File: src/rtl/multiplier_unit_if.sv
// rtl/multiplier_unit_if.sv - operand/result handshake bundle for multiplier_unit
interface multiplier_unit_if #(
  parameter int parallelism = 32
);
  logic                       start;
  logic                       usigned_n;
  logic [parallelism-1:0]     multiplicand;
  logic [parallelism-1:0]     multiplier;
  logic [2*parallelism-1:0]   product;
  logic                       busy;
  logic                       done;

  modport master (
    output start, usigned_n, multiplicand, multiplier,
    input  product, busy, done
  );

  modport slave (
    input  start, usigned_n, multiplicand, multiplier,
    output product, busy, done
  );
endinterface

File: src/rtl/multiplier_unit.sv
// rtl/multiplier_unit.sv - radix-2 shift-add multiplier, signed/unsigned, one bit per cycle
module multiplier_unit #(
  parameter int parallelism = 32
) (
  input  logic              clk,
  input  logic              rst_n,
  multiplier_unit_if.slave  mul_if
);
  localparam int CW = $clog2(parallelism + 1);
  localparam logic [parallelism+1:0] SUM_ONE = {{(parallelism+1){1'b0}}, 1'b1};

  typedef enum logic [1:0] {IDLE, RUN, DONE} state_t;

  state_t                     state_q, state_d;
  logic [parallelism-1:0]     mcand_q, mcand_d;
  logic                       mode_q, mode_d;
  logic [parallelism:0]       hi_q, hi_d;
  logic [parallelism-1:0]     lo_q, lo_d;
  logic [CW-1:0]              cnt_q, cnt_d;
  logic [2*parallelism-1:0]   product_q, product_d;

  logic [parallelism:0]       mcand_ext, addend;
  logic [parallelism+1:0]     sum;
  logic                       last_iter, sub_en, shift_msb, accept;

  always_ff @(posedge clk or negedge rst_n) begin
    if (!rst_n) begin
      state_q   <= IDLE;
      mcand_q   <= '0;
      mode_q    <= 1'b0;
      hi_q      <= '0;
      lo_q      <= '0;
      cnt_q     <= '0;
      product_q <= '0;
    end else begin
      state_q   <= state_d;
      mcand_q   <= mcand_d;
      mode_q    <= mode_d;
      hi_q      <= hi_d;
      lo_q      <= lo_d;
      cnt_q     <= cnt_d;
      product_q <= product_d;
    end
  end

  // The multiplier MSB carries negative weight in signed mode, so the last step subtracts.
  always_comb begin
    mcand_ext = {mode_q & mcand_q[parallelism-1], mcand_q};
    last_iter = (cnt_q == CW'(1));
    sub_en    = mode_q & last_iter & lo_q[0];
    addend    = lo_q[0] ? mcand_ext : '0;
    if (sub_en) begin
      sum = {1'b0, hi_q} + {1'b0, ~mcand_ext} + SUM_ONE;
    end else begin
      sum = {1'b0, hi_q} + {1'b0, addend};
    end
    shift_msb = mode_q ? sum[parallelism] : sum[parallelism+1];
    accept    = mul_if.start & (state_q != RUN);
  end

  always_comb begin
    state_d = state_q;
    case (state_q)
      IDLE:    if (mul_if.start) state_d = RUN;
      RUN:     if (last_iter) state_d = DONE;
      DONE:    state_d = mul_if.start ? RUN : IDLE;
      default: state_d = IDLE;
    endcase
  end

  always_comb begin
    mcand_d   = mcand_q;
    mode_d    = mode_q;
    hi_d      = hi_q;
    lo_d      = lo_q;
    cnt_d     = cnt_q;
    product_d = product_q;
    if (accept) begin
      mcand_d = mul_if.multiplicand;
      mode_d  = mul_if.usigned_n;
      hi_d    = '0;
      lo_d    = mul_if.multiplier;
      cnt_d   = CW'(parallelism);
    end else if (state_q == RUN) begin
      hi_d  = {shift_msb, sum[parallelism:1]};
      lo_d  = {sum[0], lo_q[parallelism-1:1]};
      cnt_d = cnt_q - CW'(1);
      if (last_iter) begin
        product_d = {sum[parallelism:0], lo_q[parallelism-1:1]};
      end
    end
  end

  always_comb begin
    mul_if.busy    = (state_q == RUN);
    mul_if.done    = (state_q == DONE);
    mul_if.product = product_q;
  end
endmodule

File: src/flat_wrapper.sv
// flat-port wrapper written by rule: the top's interface ports become plain ports
module multiplier_unit_flat 
#(
  parameter int parallelism = 32
)
  (clk, rst_n, mul_if_start, mul_if_usigned_n, mul_if_multiplicand, mul_if_multiplier, mul_if_product, mul_if_busy, mul_if_done);
  multiplier_unit_if #(.parallelism(parallelism)) mul_if_i ();
  input  logic clk;
  input  logic rst_n;
  input wire logic [$bits(mul_if_i.start)-1:0] mul_if_start;
  input wire logic [$bits(mul_if_i.usigned_n)-1:0] mul_if_usigned_n;
  input wire logic [$bits(mul_if_i.multiplicand)-1:0] mul_if_multiplicand;
  input wire logic [$bits(mul_if_i.multiplier)-1:0] mul_if_multiplier;
  output wire logic [$bits(mul_if_i.product)-1:0] mul_if_product;
  output wire logic [$bits(mul_if_i.busy)-1:0] mul_if_busy;
  output wire logic [$bits(mul_if_i.done)-1:0] mul_if_done;
  assign mul_if_i.start = mul_if_start;
  assign mul_if_i.usigned_n = mul_if_usigned_n;
  assign mul_if_i.multiplicand = mul_if_multiplicand;
  assign mul_if_i.multiplier = mul_if_multiplier;
  assign mul_if_product = mul_if_i.product;
  assign mul_if_busy = mul_if_i.busy;
  assign mul_if_done = mul_if_i.done;
  multiplier_unit #(.parallelism(parallelism)) u_core (.clk(clk), .rst_n(rst_n), .mul_if(mul_if_i));
endmodule
File: config.mk
export PLATFORM = sky130hd
export DESIGN_NAME = multiplier_unit_flat
export DESIGN_NICKNAME = d
export VERILOG_FILES = /design/src/rtl/multiplier_unit_if.sv /design/src/rtl/multiplier_unit.sv /design/src/flat_wrapper.sv
export SDC_FILE = /design/constraint.sdc
export NUM_CORES = 1
export LEC_CHECK = 0
export ABC_AREA = 1
export BUFFER_PORTS_ARGS = -buffer_cell sky130_fd_sc_hd__buf_4
export CAP_MARGIN = 0
export CELL_PAD_IN_SITES_DETAIL_PLACEMENT = 1
export CELL_PAD_IN_SITES_GLOBAL_PLACEMENT = 1
export CORE_MARGIN = 2
export CORE_UTILIZATION = 46
export DETAILED_ROUTE_END_ITERATION = 12
export PLACE_DENSITY_LB_ADDON = 0.3
export SETUP_SLACK_MARGIN = 0.05
export SLEW_MARGIN = 0
export SYNTH_ARGS = -nofsm -noshare
export SYNTH_HDL_FRONTEND = slang
export SYNTH_SLANG_ARGS = --single-unit
File: constraint.sdc
create_clock -name clk -period 4.5 [get_ports clk]
set_input_delay 0.9 -clock clk [delete_from_list [all_inputs] [get_ports clk]]
set_output_delay 0.9 -clock clk [all_outputs]
set_load 0.03 [all_outputs]
==> impl_metrics.csv, run 1 <==
group,metric,value,unit
worst_setup_path,cpLargestDelayFamily,"simple AND/OR/NAND/NOR gates",
global_routing,grt_max_degree,85,
synthesis,synth-seq-area-share,36.5,%
synthesis,synth_top_area_share,36.5,%
timing,slew_headroom,24.5,%
placed_design,gp_congestion,0.912,
synthesis,synth_cell_types,49,
worst_setup_path,crit_type,"flip-flop to output port",
power_and_ir_drop,ir_worst_vdd,318,uV
clocking,cts_buffers,17,
timing,drv_slew,0,
synthesis,avgSynthCellArea,6.81,sq um
worst_setup_path,critical_path.cell_chain,"nand2_2 > inv_2 > buf_4",
route,via_per_inst,5.54,
global_routing,grt_pass1_wl,67700,um
timing,clock.fmax,0.295,GHz
power_and_ir_drop,clkPwrFrac,13.1,%
power_and_ir_drop,switchingPower,6250,uW
clocking,cts_tree,"done",
synthesis,synth_common_cells,"621 x nand2_1, 244 x inv_1, 170 x dfrtp_1, 115 x o21ai_0, 112 x nor2_1",
floorplan,io_pins,134,
synthesis,ys.flop_type,"dfrtp_1",
run_status,status,"complete, no violations",
power_and_ir_drop,internal-power,5270,uW
floorplan,die_area,0.0266,sq mm
timing,finalSetupTns,0,ps
worst_setup_path,worstSetupEndpointType,"output port",
synthesis,synth_enable_flop_cells,0,
timing,period_needed,3390,ps
synthesis,synth_area_leader_cell,"dfrtp_1",
final_layout,stdcell_count,2170,
worst_setup_path,cpPeakStageDelay,820,ps
worst_setup_path,crit_slowest_cell,"nand2_2",
final_layout,fin_util,54.1,%
route,drcViolationCount,0,
placed_design,place_inst,2139,
power_and_ir_drop,comb_power_share,62.5,%
synthesis,ys_ff_latch,170,
floorplan,die_w,163,um
clocking,clk_pin_slew_worst_paths,80,ps
power_and_ir_drop,pwr-share-seq,24.4,%
placed_design,hpwl,32800,um
floorplan,rows,58,
global_routing,grt_usage,33.0,%
worst_setup_path,critPathLaunchType,"flip-flop",
floorplan,initial_utilization,46.5,%
worst_hold_path,hp-class,"flip-flop to flip-flop",
worst_setup_path,crit_arrival,2490,ps
power_and_ir_drop,p_per_area,851,mW/mm^2
floorplan,core,0.0250,sq mm
worst_setup_path,cp_data_required_time,3600,ps
synthesis,async_reset_ff_share,100,%
route,drt_iter0_drc,876,
final_layout,drive_gt1_share,11.5,%
timing,tightest_slew,1130,ps
global_routing,antenna_found_initial,0,
global_routing,grtUsageMet3,5.84,%
route,dr.pass1.iters,5,
global_routing,use_met2,55.5,%
clocking,root_buffer,"clkbuf_16",
route,ant_nets,0,
clocking,insertion_delay,450,ps
timing,clock_skew,22.8,ps
global_routing,top_usage_layer,"met2",
synthesis,synth_area_leaders,"dfrtp_1 37%, nand2_1 20%, inv_1 7.9%, ha_1 7.3%, o21ai_0 4.9%",
timing,rsz0062_at_grt,"false",
route,wl_per_cell,19.6,um
clocking,clkSinkCount,170,
synthesis,syn_area,0.0116,sq mm
global_routing,grt_pass1_vias,12700,
timing,hold_violations,0,
power_and_ir_drop,p_leak,0.00746,uW
final_layout,fill_cells,3346,
clocking,post_cts_resized,0,
route,num_vias,12000,
power_and_ir_drop,swShare,54.3,%
synthesis,synth_nets,1849,
timing,setup_viol,0,
clocking,cts_setup_buffers,0,
clocking,postCtsHoldBufs,0,
final_layout,area_growth,16.3,%
global_routing,grt_overflow_total,0,
final_layout,antenna_cells,0,
worst_setup_path,critPathBufInv,2,
worst_setup_path,cp_max_fo,50,
floorplan,die_height,163,um
clocking,cts_max_level,4,
global_routing,grt_util_met1,43.3,%
synthesis,yosysWarnings,0,
timing,min_period_over_period,75.3,%
route,drt_wl_total,42600,um
placed_design,numPortBuffers,133,
synthesis,post-synth-top-count-cell,"nand2_1",
flow_run,cap_violations,0,
clocking,clockBufferDepth,2,
final_layout,nets,1966,
synthesis,synthCells,1711,
[placed cells by master (no fill, tap or decap), types with 4 or more instances in the layout]
cell       netlist  layout
nand2_1        621     620
inv_1          244     243
dfrtp_1        170     170
buf_4            0     143
o21ai_0        115     115
nor2_1         112     110
a21oi_1         87      87
nand3_1         79      79
ha_1            68      68
o221ai_1        28      28
clkbuf_16        0      17
o21bai_1        16      16
nand3b_1        14      14
nor3_1          13      13
nand4_1         12      12
o21ai_1         11      11
nand2_2          9      10
xor2_1          10      10
o21a_1           5       5
nor2_2           4       5
inv_8            0       5
nand3_2          4       4
a21o_1           4       4
o22ai_1          4       4
[layout make-up]
cell class	count	area (sq um)	area share [%]
Multi-Input combinational cell	1247	6270	46.3
Sequential cell	170	4250	31.4
Timing Repair Buffer	145	1100	8.15
Inverter	247	928	6.85
Clock buffer	17	425	3.14
Tap cell	330	413	3.05
Clock inverter	14	149	1.10
[worst reg2reg max path, delay by kind of cell (launching register included)]
family                     cells  cell delay, ps
AOI/OAI and AO/OA              5            1390
and+or+nand+nor                3             410
adders and majority gates      1             300
buffers and inverters          1             100
DFF                            1             990
[routing by layer]
layer  part of all wire (%)  vias up
met3                    6.2       71
li1                       -     5689
met5                      0        -
met1                     44     5924
met4                    2.5        0
met2                     47      338
[cells by family (layout without fill, tap and decap cells)]
| kind of cell | Yosys count | after routing | synth area share [%] |
|---|---|---|---|
| adders and majority gates | 70 | 70 | 7.65 |
| AOI/OAI and AO/OA | 282 | 282 | 14.0 |
| DFF | 170 | 170 | 36.5 |
| and+or+nand+nor | 880 | 880 | 30.9 |
| xor gates and xnor gates | 13 | 13 | 0.978 |
| buffers and inverters | 294 | 423 | 9.72 |
| muxes | 2 | 2 | 0.183 |
[sequential cells by signal (all words and copies together) (netlist names)]
name                   count
u_core.hi_q               33
u_core.state_q             2
u_core.mul_if.product     64
u_core.mode_q              1
u_core.lo_q               32
u_core.cnt_q               6
u_core.mcand_q            32
[final timing paths]
check                           slack [ps]                      from  depth (start not counted)                         to
worst max-delay path                  1110         u_core.state_q[0]                          3                mul_if_busy
worst min-delay path                   480  u_core.mul_if.product[1]                          2   u_core.mul_if.product[1]
worst max register to register        1230            u_core.lo_q[0]                         10  u_core.mul_if.product[48]
worst min register to register         480  u_core.mul_if.product[1]                          2   u_core.mul_if.product[1]
max in group asynchronous             3060                     rst_n                          2         u_core.mcand_q[24]
min in group asynchronous              510                     rst_n                          1  u_core.mul_if.product[41]
[power by group through the flow]
stage | registers, uW | clock network, uW | logic [uW]
global placement | 2770 | 0 | 6760
detailed placement | 2800 | 0 | 7030
global route | 2880 | 1580 | 7950
CTS | 2800 | 1520 | 7130
floorplan | 3080 | 0 | 4340
finish | 2810 | 1510 | 7200
[stage by stage]
step / worst slack, ps / cell area, sq um / total power [uW] / hold WS, ps
final: 1110 / 13500 / 11500 / 483
after global routing: 1050 / 13500 / 12400 / 517
after CTS: 1090 / 13500 / 11400 / 490
after detailed placement: 1370 / 13000 / 9840 / 471
after global placement: 1500 / 13000 / 9530 / 461
after floorplan: 2120 / 11600 / 7420 / 445
(Power assumes the default switching activity.)
==> run 2: changes to the inputs <==
Settings changed: CORE_UTILIZATION 46 to 43.
Clock period 4.5 ns to 3.3 ns, I/O delays scaled along.
==> run 2 against run 1 <==
  * Combinational power grew 36%
  * Cell area grew 0.67%
  * Clock power grew 43%
  * Clock skew shrank 1.1 ps
  * Critical endpoint is now u_core.hi_q[16]
==> impl_metrics.csv, run 2 (same netlist as run 1, synthesis figures left out) <==
group,metric,value,unit
run_status,status,"complete, no violations",
worst_setup_path,worstReg2RegEnd,"u_core.hi_q[16]",
worst_setup_path,cp-endpoint,"u_core.hi_q[16]",
final_layout,nets,1967,
route,dr.pass1.iters,5,
route,drt_iter0_drc,824,
placed_design,hpwl,32400,um
flow_run,cap_violations,0,
worst_setup_path,cp_max_fo,23,
timing,tightest_slew,634,ps
worst_setup_path,worstSetupEndpointType,"flip-flop",
worst_setup_path,cpLargestDelayFamily,"compound AO/OA/AOI/OAI gates",
final_layout,fin_util,50.9,%
power_and_ir_drop,swShare,53.2,%
route,num_vias,11800,
timing,period_needed,2910,ps
power_and_ir_drop,p_leak,0.00750,uW
global_routing,grt_usage,30.5,%
timing,hold_violations,0,
global_routing,grt_pass1_vias,12400,
clocking,clkSinkCount,170,
floorplan,die_height,169,um
worst_setup_path,crit_slowest_cell,"dfrtp_1",
worst_setup_path,critPathLaunchType,"flip-flop",
clocking,cts_setup_buffers,0,
power_and_ir_drop,ir_worst_vdd,578,uV
power_and_ir_drop,clkPwrFrac,13.7,%
worst_setup_path,crit_arrival,3230,ps
floorplan,core,0.0268,sq mm
global_routing,grt_overflow_total,0,
global_routing,antenna_found_initial,0,
clocking,clk_pin_slew_worst_paths,80,ps
floorplan,rows,60,
timing,finalSetupTns,0,ps
power_and_ir_drop,comb_power_share,61.9,%
timing,min_period_over_period,88.3,%
clocking,insertion_delay,460,ps
worst_setup_path,cp-startpoint,"u_core.lo_q[0]",
route,ant_nets,0,
placed_design,numPortBuffers,133,
timing,clock_skew,21.7,ps
global_routing,grt_max_degree,91,
worst_setup_path,path_depth,14,
route,drcViolationCount,0,
worst_setup_path,cp_data_required_time,3620,ps
global_routing,grt_pass1_wl,67500,um
clocking,clockBufferDepth,2,
final_layout,drive_gt1_share,11.5,%
placed_design,gp_congestion,0.948,
worst_setup_path,cpPeakStageDelay,680,ps
timing,setup_viol,0,
worst_setup_path,ff2ff_path_depth,14,
final_layout,area_growth,17.1,%
clocking,post_cts_resized,0,
clocking,root_buffer,"clkbuf_16",
route,wl_per_cell,19.3,um
power_and_ir_drop,switchingPower,8390,uW
timing,clock.fmax,0.343,GHz
final_layout,final_common_cell,"nand2_1",
floorplan,die_area,0.0284,sq mm
timing,rsz0062_at_grt,"false",
route,drt_wl_total,42200,um
final_layout,largest_register_ffs,64,
worst_setup_path,critical_path.cell_chain,"buf_12 > nand2_1 > inv_1 > ha_1 > nand2_1 > inv_1 > nand2_1 > nand2_1 > a21oi_1 > nand3_2 > a21oi_1 > o21ai_0 > o21ai_0 > o21ai_0",
power_and_ir_drop,p_per_area,1160,mW/mm^2
worst_setup_path,crit_type,"flip-flop to flip-flop",
final_layout,most-common-layout-cells,"621 x nand2_1, 243 x inv_1, 170 x dfrtp_1",
floorplan,initial_utilization,43.5,%
clocking,cts_max_level,4,
route,via_per_inst,5.42,
final_layout,antenna_cells,0,
clocking,postCtsHoldBufs,0,
worst_setup_path,critPathBufInv,3,
power_and_ir_drop,pwr-share-seq,24.4,%
worst_hold_path,hp-class,"primary input to asynchronous set/reset pin",
worst_setup_path,rr_startpoint,"u_core.lo_q[0]",
power_and_ir_drop,internal-power,7380,uW
timing,slew_headroom,57.7,%
clocking,cts_tree,"done",
floorplan,die_w,169,um
clocking,cts_buffers,17,
floorplan,io_pins,134,
worst_setup_path,cpMostUsedCell,"nand2_1",
worst_setup_path,rrSetupSlack,390,ps
timing,drv_slew,0,
## run 2: cell count changes in the layout (fill, tap and decap cells not counted), sizes merged
cell    previous run  this run
clkbuf            17        20
inv              254       252
clkinv             6         4
buf              145       146
bufinv             0         2
## run 2: area by class of cell
class                           count  area, sq um
Clock inverter                     12          151
Sequential cell                   170         4250
Multi-Input combinational cell   1247         6270
Fill cell                        3524        13200
Clock buffer                       20          457
Timing Repair Buffer              146         1150
Tap cell                          341          427
Inverter                          247          928
## run 2: layer usage
metal / vias up / share of wire [%] / global-route usage, %
li1: 5688 / - / -
met1: 5786 / 46 / 41.4
met2: 304 / 46 / 49.5
met3: 56 / 6.0 / 6.20
met4: 0 / 2.2 / 8.66
met5: - / 0 / 0
## run 2: power by group through the flow
stage,sequential (uW),combinational [uW],clock (uW)
after floorplan,4200,5920,0
after global placement,3800,9280,0
after detailed placement,3820,9580,0
after CTS,3820,9700,2180
after global routing,3940,10900,2260
final,3840,9770,2160
## run 2: worst min path at each step
stage	start	endpoint	slack [ps]	cells past startpoint
floorplan	rst_n	u_core.cnt_q[0]	360	0
global placement	u_core.mul_if.product[0]	u_core.mul_if.product[0]	460	2
detailed placement	u_core.mul_if.product[1]	u_core.mul_if.product[1]	460	2
CTS	rst_n	u_core.mul_if.product[37]	140	1
global route	rst_n	u_core.hi_q[5]	160	1
finish	rst_n	u_core.mcand_q[10]	130	1
## run 2: worst reg2reg max path, stage by stage (launching register included)
cell and delay (ps):
dfrtp_1 680, buf_12 250, nand2_1 70, inv_1 50
ha_1 280, nand2_1 210, inv_1 60, nand2_1 60
nand2_1 90, a21oi_1 200, nand3_2 180, a21oi_1 180
o21ai_0 120, o21ai_0 190, o21ai_0 140
## run 2: metrics by stage
| step | total power (uW) | hold WS [ps] | setup slack (ps) | instances | instance area (sq um) |
|---|---|---|---|---|---|
| floorplan | 10100 | 364 | 915 | 1711 | 11600 |
| global placement | 13100 | 459 | 564 | 2151 | 13000 |
| detailed placement | 13400 | 461 | 460 | 2151 | 13000 |
| CTS | 15700 | 140 | 437 | 2183 | 13600 |
| global route | 17100 | 158 | 143 | 2183 | 13600 |
| finish | 15800 | 134 | 386 | 2183 | 13600 |
==> run 3: changes to the inputs <==
==> constraint.sdc (replaced) <==
create_clock -name clk -period 3.3 [get_ports clk]
set_input_delay 0.33 -clock clk [delete_from_list [all_inputs] [get_ports clk]]
set_output_delay 0.33 -clock clk [all_outputs]
set_load 0.03 [all_outputs]
==> run 3 against run 2 <==
  * Clock skew is 5.6 ps lower
  * Combinational power is essentially flat
  * Core utilization is 0.075 points higher
  * Via count is 0.23% higher
  * Non-clock buffer count grew 3
  * Final cell count is 0.14% higher
  * Register-to-register slack hardly changed
  * Critical path type unchanged
  * Hold slack lost 45 ps
  * Global-route usage grew 0.21 points
  * Maximum frequency increased by 0.45%
  * Clock power is 3% lower
==> impl_metrics.csv, run 3 (same netlist as run 1, synthesis figures left out) <==
group,metric,value,unit
final_layout,nets,1970,
clocking,root_buffer,"clkbuf_16",
worst_setup_path,ff2ff_path_depth,16,
clocking,insertion_delay,450,ps
route,dr.pass1.iters,5,
power_and_ir_drop,p_total,15700,uW
worst_setup_path,critPathBufInv,2,
timing,hold_violations,0,
floorplan,core,0.0268,sq mm
worst_setup_path,cpMostUsedCell,"nand2_1",
clocking,cts_setup_buffers,0,
route,drt_wl_total,42400,um
worst_setup_path,cp_data_required_time,3640,ps
timing,slew_headroom,50.5,%
placed_design,numPortBuffers,133,
floorplan,initial_utilization,43.5,%
final_layout,largest_register_ffs,64,
route,drt_iter0_drc,838,
timing,tightest_slew,743,ps
placed_design,hpwl,33100,um
worst_setup_path,crit_arrival,3250,ps
timing,rsz0062_at_grt,"false",
worst_setup_path,rrSetupSlack,400,ps
global_routing,grt_usage,30.7,%
worst_setup_path,rr_startpoint,"u_core.lo_q[0]",
timing,finalSetupTns,0,ps
global_routing,grt_pass1_vias,12500,
final_layout,final_area,0.0137,sq mm
worst_setup_path,critical_path.cell_chain,"buf_12 > nand2_1 > inv_1 > ha_1 > a21oi_1 > nand2_1 > a21oi_1 > nand2_2 > nand2_1 > nand2_1 > nand2_1 > nand3_1 > nand2_1 > nand2_1 > nand2_1 > nand2_1",
power_and_ir_drop,ir_worst_vdd,432,uV
worst_setup_path,cpPeakStageDelay,640,ps
floorplan,die_area,0.0284,sq mm
worst_setup_path,cpLargestDelayFamily,"simple AND/OR/NAND/NOR gates",
timing,min_period_over_period,87.9,%
timing,setup_viol,0,
final_layout,drive_gt1_share,11.7,%
worst_setup_path,crit_slowest_cell,"dfrtp_1",
power_and_ir_drop,p_per_area,1150,mW/mm^2
power_and_ir_drop,p_leak,0.00751,uW
floorplan,die_w,169,um
worst_setup_path,critPathLaunchType,"flip-flop",
clocking,cts_max_level,4,
clocking,cts_tree,"done",
global_routing,antenna_found_initial,0,
route,ant_nets,0,
final_layout,antenna_cells,0,
worst_hold_path,hold_depth,3,
worst_setup_path,worstSetupEndpointType,"flip-flop",
worst_setup_path,cp-endpoint,"u_core.hi_q[32]",
flow_run,cap_violations,0,
timing,clock_skew,16.1,ps
global_routing,grt_pass1_wl,67900,um
route,num_vias,11900,
final_layout,most-common-layout-cells,"621 x nand2_1, 243 x inv_1, 170 x dfrtp_1",
worst_setup_path,cp-startpoint,"u_core.lo_q[0]",
worst_setup_path,path_depth,16,
route,drcViolationCount,0,
clocking,post_cts_resized,0,
timing,drv_slew,0,
clocking,clockBufferDepth,2,
clocking,cts_buffers,17,
worst_setup_path,worstReg2RegEnd,"u_core.hi_q[32]",
timing,clock.fmax,0.345,GHz
worst_setup_path,cp_max_fo,23,
placed_design,gp_congestion,0.950,
clocking,clk_pin_slew_worst_paths,80,ps
floorplan,die_height,169,um
route,wl_per_cell,19.4,um
final_layout,final_common_cell,"nand2_1",
global_routing,grt_overflow_total,0,
floorplan,rows,60,
timing,whs,88.9,ps
placed_design,place_area,0.0130,sq mm
final_layout,area_growth,17.3,%
final_layout,fill_cells,3541,
floorplan,io_pins,134,
clocking,clkSinkCount,170,
timing,period_needed,2900,ps
worst_hold_path,hp-class,"primary input to flip-flop",
global_routing,grt_max_degree,79,
worst_setup_path,crit_type,"flip-flop to flip-flop",
run_status,status,"complete, no violations",
route,via_per_inst,5.43,
## run 3: cell count changes in the layout (fill, tap and decap cells not counted), sizes merged
cell         delta
clkinvlp        -1
clkbuf          -3
dlygate4sd3     +1
bufinv          -2
buf             +2
clkinv          +6
## run 3: tightest hold or removal path: cells and delay by family
kind / cells / cell delay, ps
compound gates: 1 / 50
simple gates: 1 / 40
buf+inv: 1 / 70
## run 3: cell type report
type	instances	area (sq um)	area share [%]
clock buffers	17	425	3.11
clock inverters	15	178	1.30
inverters	247	928	6.80
multi-input cells	1247	6270	45.9
flip-flops and latches	170	4250	31.1
well taps	341	427	3.12
repair buffers	149	1170	8.60
## run 3: what timing repair did
action / CTS / global route
setup endpoints to repair: 0 / 0
endpoints found under the hold margin: 73 / 0
hold buffers: 1 / 0
## run 3: power by group
part | total, uW | switching [uW] | leakage [uW] | internal [uW]
logic | 9760 | 6600 | 0.00507 | 3160
clock network | 2100 | 1070 | 0.000293 | 1020
registers | 3840 | 799 | 0.00215 | 3040
## run 3: worst min path at each step
stage	startpoint	to
final	mul_if_multiplier[13]	u_core.lo_q[13]
after global routing	mul_if_usigned_n	u_core.mode_q
after CTS	mul_if_usigned_n	u_core.mode_q
after detailed placement	rst_n	u_core.mul_if.product[41]
after global placement	rst_n	u_core.mcand_q[9]
after floorplan	rst_n	u_core.cnt_q[0]
## run 3: per-layer routing
metal	GRT usage, %	vias to the layer above	routed length, um
li1	-	5700	-
met1	42.3	5790	19500
met2	49.8	313	19400
met3	5.31	58	2550
met4	8.55	0	969
met5	0	-	0
## run 3: through the flow
step	setup WS [ps]	cells	utilization, %
5_1_grt	178	2186	51.0
6_report	399	2186	51.0
3_5_place_dp	385	2153	48.7
4_1_cts	370	2186	51.0
3_3_place_gp	490	2153	48.7
2_1_floorplan	915	1711	-
